## config.mk

```make
export PLATFORM = sky130hd
export DESIGN_NAME = instr_fetch
export DESIGN_NICKNAME = d
export VERILOG_FILES = /design/src/rtl/instr_fetch.sv
export SDC_FILE = /design/constraint.sdc
export NUM_CORES = 1
export LEC_CHECK = 0
export CORE_UTILIZATION = 44
export DETAILED_ROUTE_END_ITERATION = 6
export PLACE_DENSITY = 0.84
export SYNTH_ARGS = -nofsm -noshare
export SYNTH_HDL_FRONTEND = slang
export SYNTH_SLANG_ARGS = --single-unit
```

## constraint.sdc

```tcl
create_clock -name clk -period 3.38 [get_ports clk]
set_clock_uncertainty 0.1 [all_clocks]
set_input_delay 1.014 -clock clk [delete_from_list [all_inputs] [get_ports clk]]
set_output_delay 1.014 -clock clk [all_outputs]
set_load 0.02 [all_outputs]
```

## src/rtl/instr_fetch.sv

```systemverilog
// instr_fetch: single-outstanding instruction fetch with decode handshake and misalignment halt
module instr_fetch #(
  parameter logic [31:0] RESET_PC    = 32'h0000_0000,
  parameter logic [31:0] RETIRE_INIT = 32'h0000_0000
) (
  input  logic        clk,
  input  logic        rst_n,
  input  logic [31:0] npc,
  output logic [31:0] o_pc,
  output logic        imem_req,
  output logic [31:0] imem_addr,
  input  logic        imem_gnt,
  input  logic        imem_rvalid,
  input  logic [31:0] imem_rdata,
  output logic [31:0] instr,
  output logic        instr_valid,
  input  logic        instr_ready,
  output logic        misalign,
  output logic [31:0] retire_cnt
);
  typedef enum logic [2:0] {IDLE, REQ, WAIT, HOLD, HALT} state_e;
  state_e      state_q, state_d;
  logic [31:0] pc_q, pc_d, instr_q, instr_d, cnt_q, cnt_d;
  logic        mis_q, mis_d;
  // Next state: one outstanding fetch; HALT is left only through reset
  always_comb begin
    state_d = state_q;
    pc_d    = pc_q;
    instr_d = instr_q;
    cnt_d   = cnt_q;
    mis_d   = mis_q;
    case (state_q)
      IDLE: begin
        state_d = (pc_q[1:0] != 2'b00) ? HALT : REQ;
        mis_d   = (pc_q[1:0] != 2'b00);
      end
      REQ:  state_d = imem_gnt ? WAIT : REQ;
      WAIT: if (imem_rvalid) begin
        instr_d = imem_rdata;
        state_d = HOLD;
      end
      HOLD: if (instr_ready) begin
        pc_d    = npc;
        cnt_d   = cnt_q + 32'd1;
        state_d = (npc[1:0] != 2'b00) ? HALT : REQ;
        mis_d   = (npc[1:0] != 2'b00);
      end
      default: ;
    endcase
  end
  // State registers with synchronous active-low reset; RETIRE_INIT is nonzero only to exercise wraparound
  always_ff @(posedge clk) begin
    if (!rst_n) begin
      state_q <= IDLE;
      pc_q    <= RESET_PC;
      instr_q <= '0;
      cnt_q   <= RETIRE_INIT;
      mis_q   <= 1'b0;
    end else begin
      state_q <= state_d;
      pc_q    <= pc_d;
      instr_q <= instr_d;
      cnt_q   <= cnt_d;
      mis_q   <= mis_d;
    end
  end
  assign o_pc        = pc_q;
  assign imem_addr   = pc_q;
  assign imem_req    = (state_q == REQ);
  assign instr_valid = (state_q == HOLD);
  assign instr       = instr_q;
  assign misalign    = mis_q;
  assign retire_cnt  = cnt_q;
endmodule

```

==> run_results.csv <==
group,metric,value,unit
sta,postLayoutSetupSlackWorst,0.361,ns
critical_path,crit_start,"instr_ready",
routing,dr_total_vias,4158,
critical_path,cp_data_arrival_time,3.20,ns
synth,synth_area,4170,um2
power_and_ir_drop,p_sw_share,23.6,%
placed_design,post-dp-hpwl,8290,um
critical_path,r2r-start,"retire_cnt[0]$_SDFFE_PN0P_",
synth,postSynthCellCount,524,
cells_and_area,drive_gt1_share,4.27,%
sta,rsz_0062_raised_after_global_routing,"false",
clocking,worst_skew_pair.late_latency,0.35,ns
clocking,cts.sink_count,100,
worst_hold_path,hold_path.class,"flop to flop",
clocking,ctsRootBufferMaster,"clkbuf_8",
cells_and_area,postLayoutCoreUtil,67.7,%
critical_path,type_of_element_capturing_the_critical_path,"flop",
synth,synth_enable_flop_cells,0,
synth,most_used_flip_flop_cell_after_synthesis,"dfxtp_1",
synth,yosys_warnings,0,
sta,worst_slew_pin_slew,0.651,ns
synth,ys_top_cells_by_area,"dfxtp_1, nand2_1, a21oi_1",
power_and_ir_drop,cellInternalPower,1.78,mW
cells_and_area,finish.net_count,745,
critical_path,crit-reg2reg-capture,"retire_cnt[22]$_SDFFE_PN0P_",
clocking,tritoncts.num_buffers,9,
critical_path,crit_path_top_delay_cell,"or4_1",
global_route,grt_busiest_layer,"met2",
critical_path,internal_reg_to_reg_setup_slack,0.97,ns
critical_path,start_kind,"input pin",
critical_path,path_delay_family,"simple AND/OR/NAND/NOR gates",
cells_and_area,fillerInstances,750,
clocking,cts.hold.buffers_added,0,
global_route,gr-usage-met1,26.8,%
critical_path,cp_common_cell,"or4_1",
routing,detailedRoute.firstIterationViolations,127,
clocking,cts.clk_slew.worst_paths,0.09,ns
routing,drt_pre_antenna_iters,4,
die,floorplan.initialDensity,45.4,%
synth,mappedNetlistNets,594,
critical_path,worst-r2r-cell-count,5,
routing,drc,0,
synth,asyncSetResetFlopFracSynth,0,%
worst_hold_path,holdCritStartpoint,"instr[18]$_SDFFE_PN0P_",
placed_design,routabilityCongestion,0.794,
power_and_ir_drop,power.combinational.fraction,12.6,%
global_route,grt_overflow,0,
routing,totalWireLength,11400,um
power_and_ir_drop,p_per_area,374,nW/um2
sta,post-route-min-period,3.02,ns
clocking,cts_tree,"done",
synth,postSynthAreaPerCell,7.97,um2
global_route,antenna_violations_before_repair,0,
clocking,cts-htree-levels,3,
die,dieArea,9880,um2
sta,hold_violations,0,
die,floorplan.rows,35,
sta,setup-violations-final,0,
synth,synth_top_area_share,48.0,%
die,chipWidth,99.4,um
global_route,globalRouteTotalUtil,23.0,%
global_route,grt_pass1_vias,3956,
routing,detail-route-antenna-nets,0,
power_and_ir_drop,vdd.ir_drop.worst,0.252,mV
clocking,ctsResizeCount,0,
power_and_ir_drop,leakage,1.97,nW
cells_and_area,finalInstanceArea,6220,um2
sta,setup_total_negative_slack,0,ns
critical_path,critical_path.n_buffers_inverters,1,
routing,routed_wire_length_per_instance,14.4,um
synth,synth-seq-cells,100,
power_and_ir_drop,clock_power_share,34.7,%
routing,routed_via_density,5.26,
global_route,grt_start_max_net_pins,101,
power_and_ir_drop,power.switching,549,uW
global_route,first_pass_grt_wire_length,18400,um
die,floorplan.core_area,9200,um2
sta,hold-worst-slack,0.358,ns
synth,yosysTopAreaCell,"dfxtp_1",
placed_design,dp_worst_setup_slack,0.0145,ns
critical_path,critical_path.max_fanout,15,
cells_and_area,total_inserted_antenna_cells,0,
global_route,use_met3,5.34,%
placed_design,portBuffers,199,
worst_hold_path,timing.hold.worst_endpoint,"instr[18]$_SDFFE_PN0P_",
sta,finalCritPeriodShare,89.3,%
synth,post_synth_num_cell_types,36,
run,drv.max_cap_violation_count,0,
sta,fmaxAchievable,331,MHz
power_and_ir_drop,sequentialPowerShare,52.8,%
critical_path,critical_path.cell_chain,"clkdlybuf4s50_1 -> nand4b_2 -> or4_1 -> or4_1 -> a21oi_1",
critical_path,start_to_end_type_of_the_worst_setup_path,"input pin to flop",
cells_and_area,areaGrowthSynthToFinish,49.1,%
die,die_y,99.4,um
die,boundaryPins,200,
sta,worst_slew_margin_rel,56.6,%
critical_path,stage_delay_of_the_slowest_cell_on_the_critical_path,0.77,ns
worst_hold_path,min_path_cells,2,
run_status,run_status,"completed",
critical_path,timing.critical_path.required,3.56,ns
clocking,clk_path_buf_depth,2,
clocking,post_cts_setup_buffer_count,0,
synth,synth_sequential_area_ratio,48.0,%
global_route,grt.met2_usage,40.6,%
sta,slew_viol_final,0,
placed_design,detailed_place.area,6020,um2
-- metrics by stage --
step	power (mW)	std cells
floorplan	1.39	524
global placement	1.54	775
detailed placement	1.55	775
global route	2.42	790
CTS	2.34	790
finish	2.33	790
-- power by group through the flow --
stage / clock (mW) / sequential, mW / combinational (mW)
final: 0.806 / 1.23 / 0.292
after global routing: 0.871 / 1.23 / 0.314
after CTS: 0.821 / 1.23 / 0.294
after detailed placement: 0 / 1.26 / 0.292
after global placement: 0 / 1.25 / 0.289
after floorplan: 0 / 1.27 / 0.117
-- layout by cell type, fill, tap and decap left out, types with 7 or more instances in the layout --
| master | synthesis | routed |
|---|---|---|
| o31ai_1 | 12 | 12 |
| nand4_1 | 12 | 12 |
| dfxtp_1 | 100 | 100 |
| or4_1 | 18 | 18 |
| nand2_1 | 142 | 142 |
| o21ai_0 | 12 | 12 |
| clkbuf_8 | 0 | 9 |
| nor2_1 | 11 | 11 |
| nand3_1 | 10 | 10 |
| clkdlybuf4s50_1 | 0 | 199 |
| or3_1 | 10 | 10 |
| xnor2_1 | 7 | 7 |
| a21oi_1 | 91 | 91 |
-- sequential cells by signal (all words and copies together), names as in the netlist --
signal      cells
state_q         3
misalign        1
imem_addr      32
retire_cnt     32
instr          32
-- routing by layer --
metal	vias to the layer above	wire, um
met1	1961	4580
met2	121	5890
met4	0	270
li1	2057	-
met3	19	639
met5	-	0
-- how the worst max path moves through the flow --
stage,endpoint,slack (ns),cells after the start
final,retire_cnt[22]$_SDFFE_PN0P_,0.36,5
after global routing,retire_cnt[22]$_SDFFE_PN0P_,0.26,5
after CTS,retire_cnt[22]$_SDFFE_PN0P_,0.38,5
after detailed placement,retire_cnt[22]$_SDFFE_PN0P_,0.01,5
after global placement,retire_cnt[14]$_SDFFE_PN0P_,0.11,6
after floorplan,retire_cnt[22]$_SDFFE_PN0P_,0.76,5
-- cells by family after synthesis --
family                     Yosys count  synth area share [%]
AOI/OAI and AO/OA                  118                  15.1
xor gates and xnor gates             9                  1.89
adders and majority gates            1                 0.300
buffers and inverters               73                  9.53
DFF                                100                  48.0
muxes                                1                 0.270
and+or+nand+nor                    222                  24.9
-- worst reg2reg max path, cell delays in order, from the launching register on --
cell     delay [ns]
dfxtp_1        0.46
ha_1           0.28
nand4_1        0.10
or4_1          0.64
or4_1          0.60
a21oi_1        0.16
-- cell type report --
cell class	count	area, um2	share of cell area, %
clock inverter	4	75.1	1.21
sequential	100	2000	32.2
tap	111	139	2.23
timing repair buffer	206	2070	33.3
inverter	7	26.3	0.422
multi-input combinational	351	1780	28.6
clock buffer	11	131	2.11
-- Yosys cell counts, drive strengths merged (7+ instances only) --
master  instances
or4            18
o31ai          12
a21oi          91
nand3          10
nand2         142
clkbuf         30
xnor2           7
o21ai          12
inv             7
nor2           11
dfxtp         100
buf            36
nand4          12
or3            10
No activity file was read; power rests on OpenSTA's default activity.
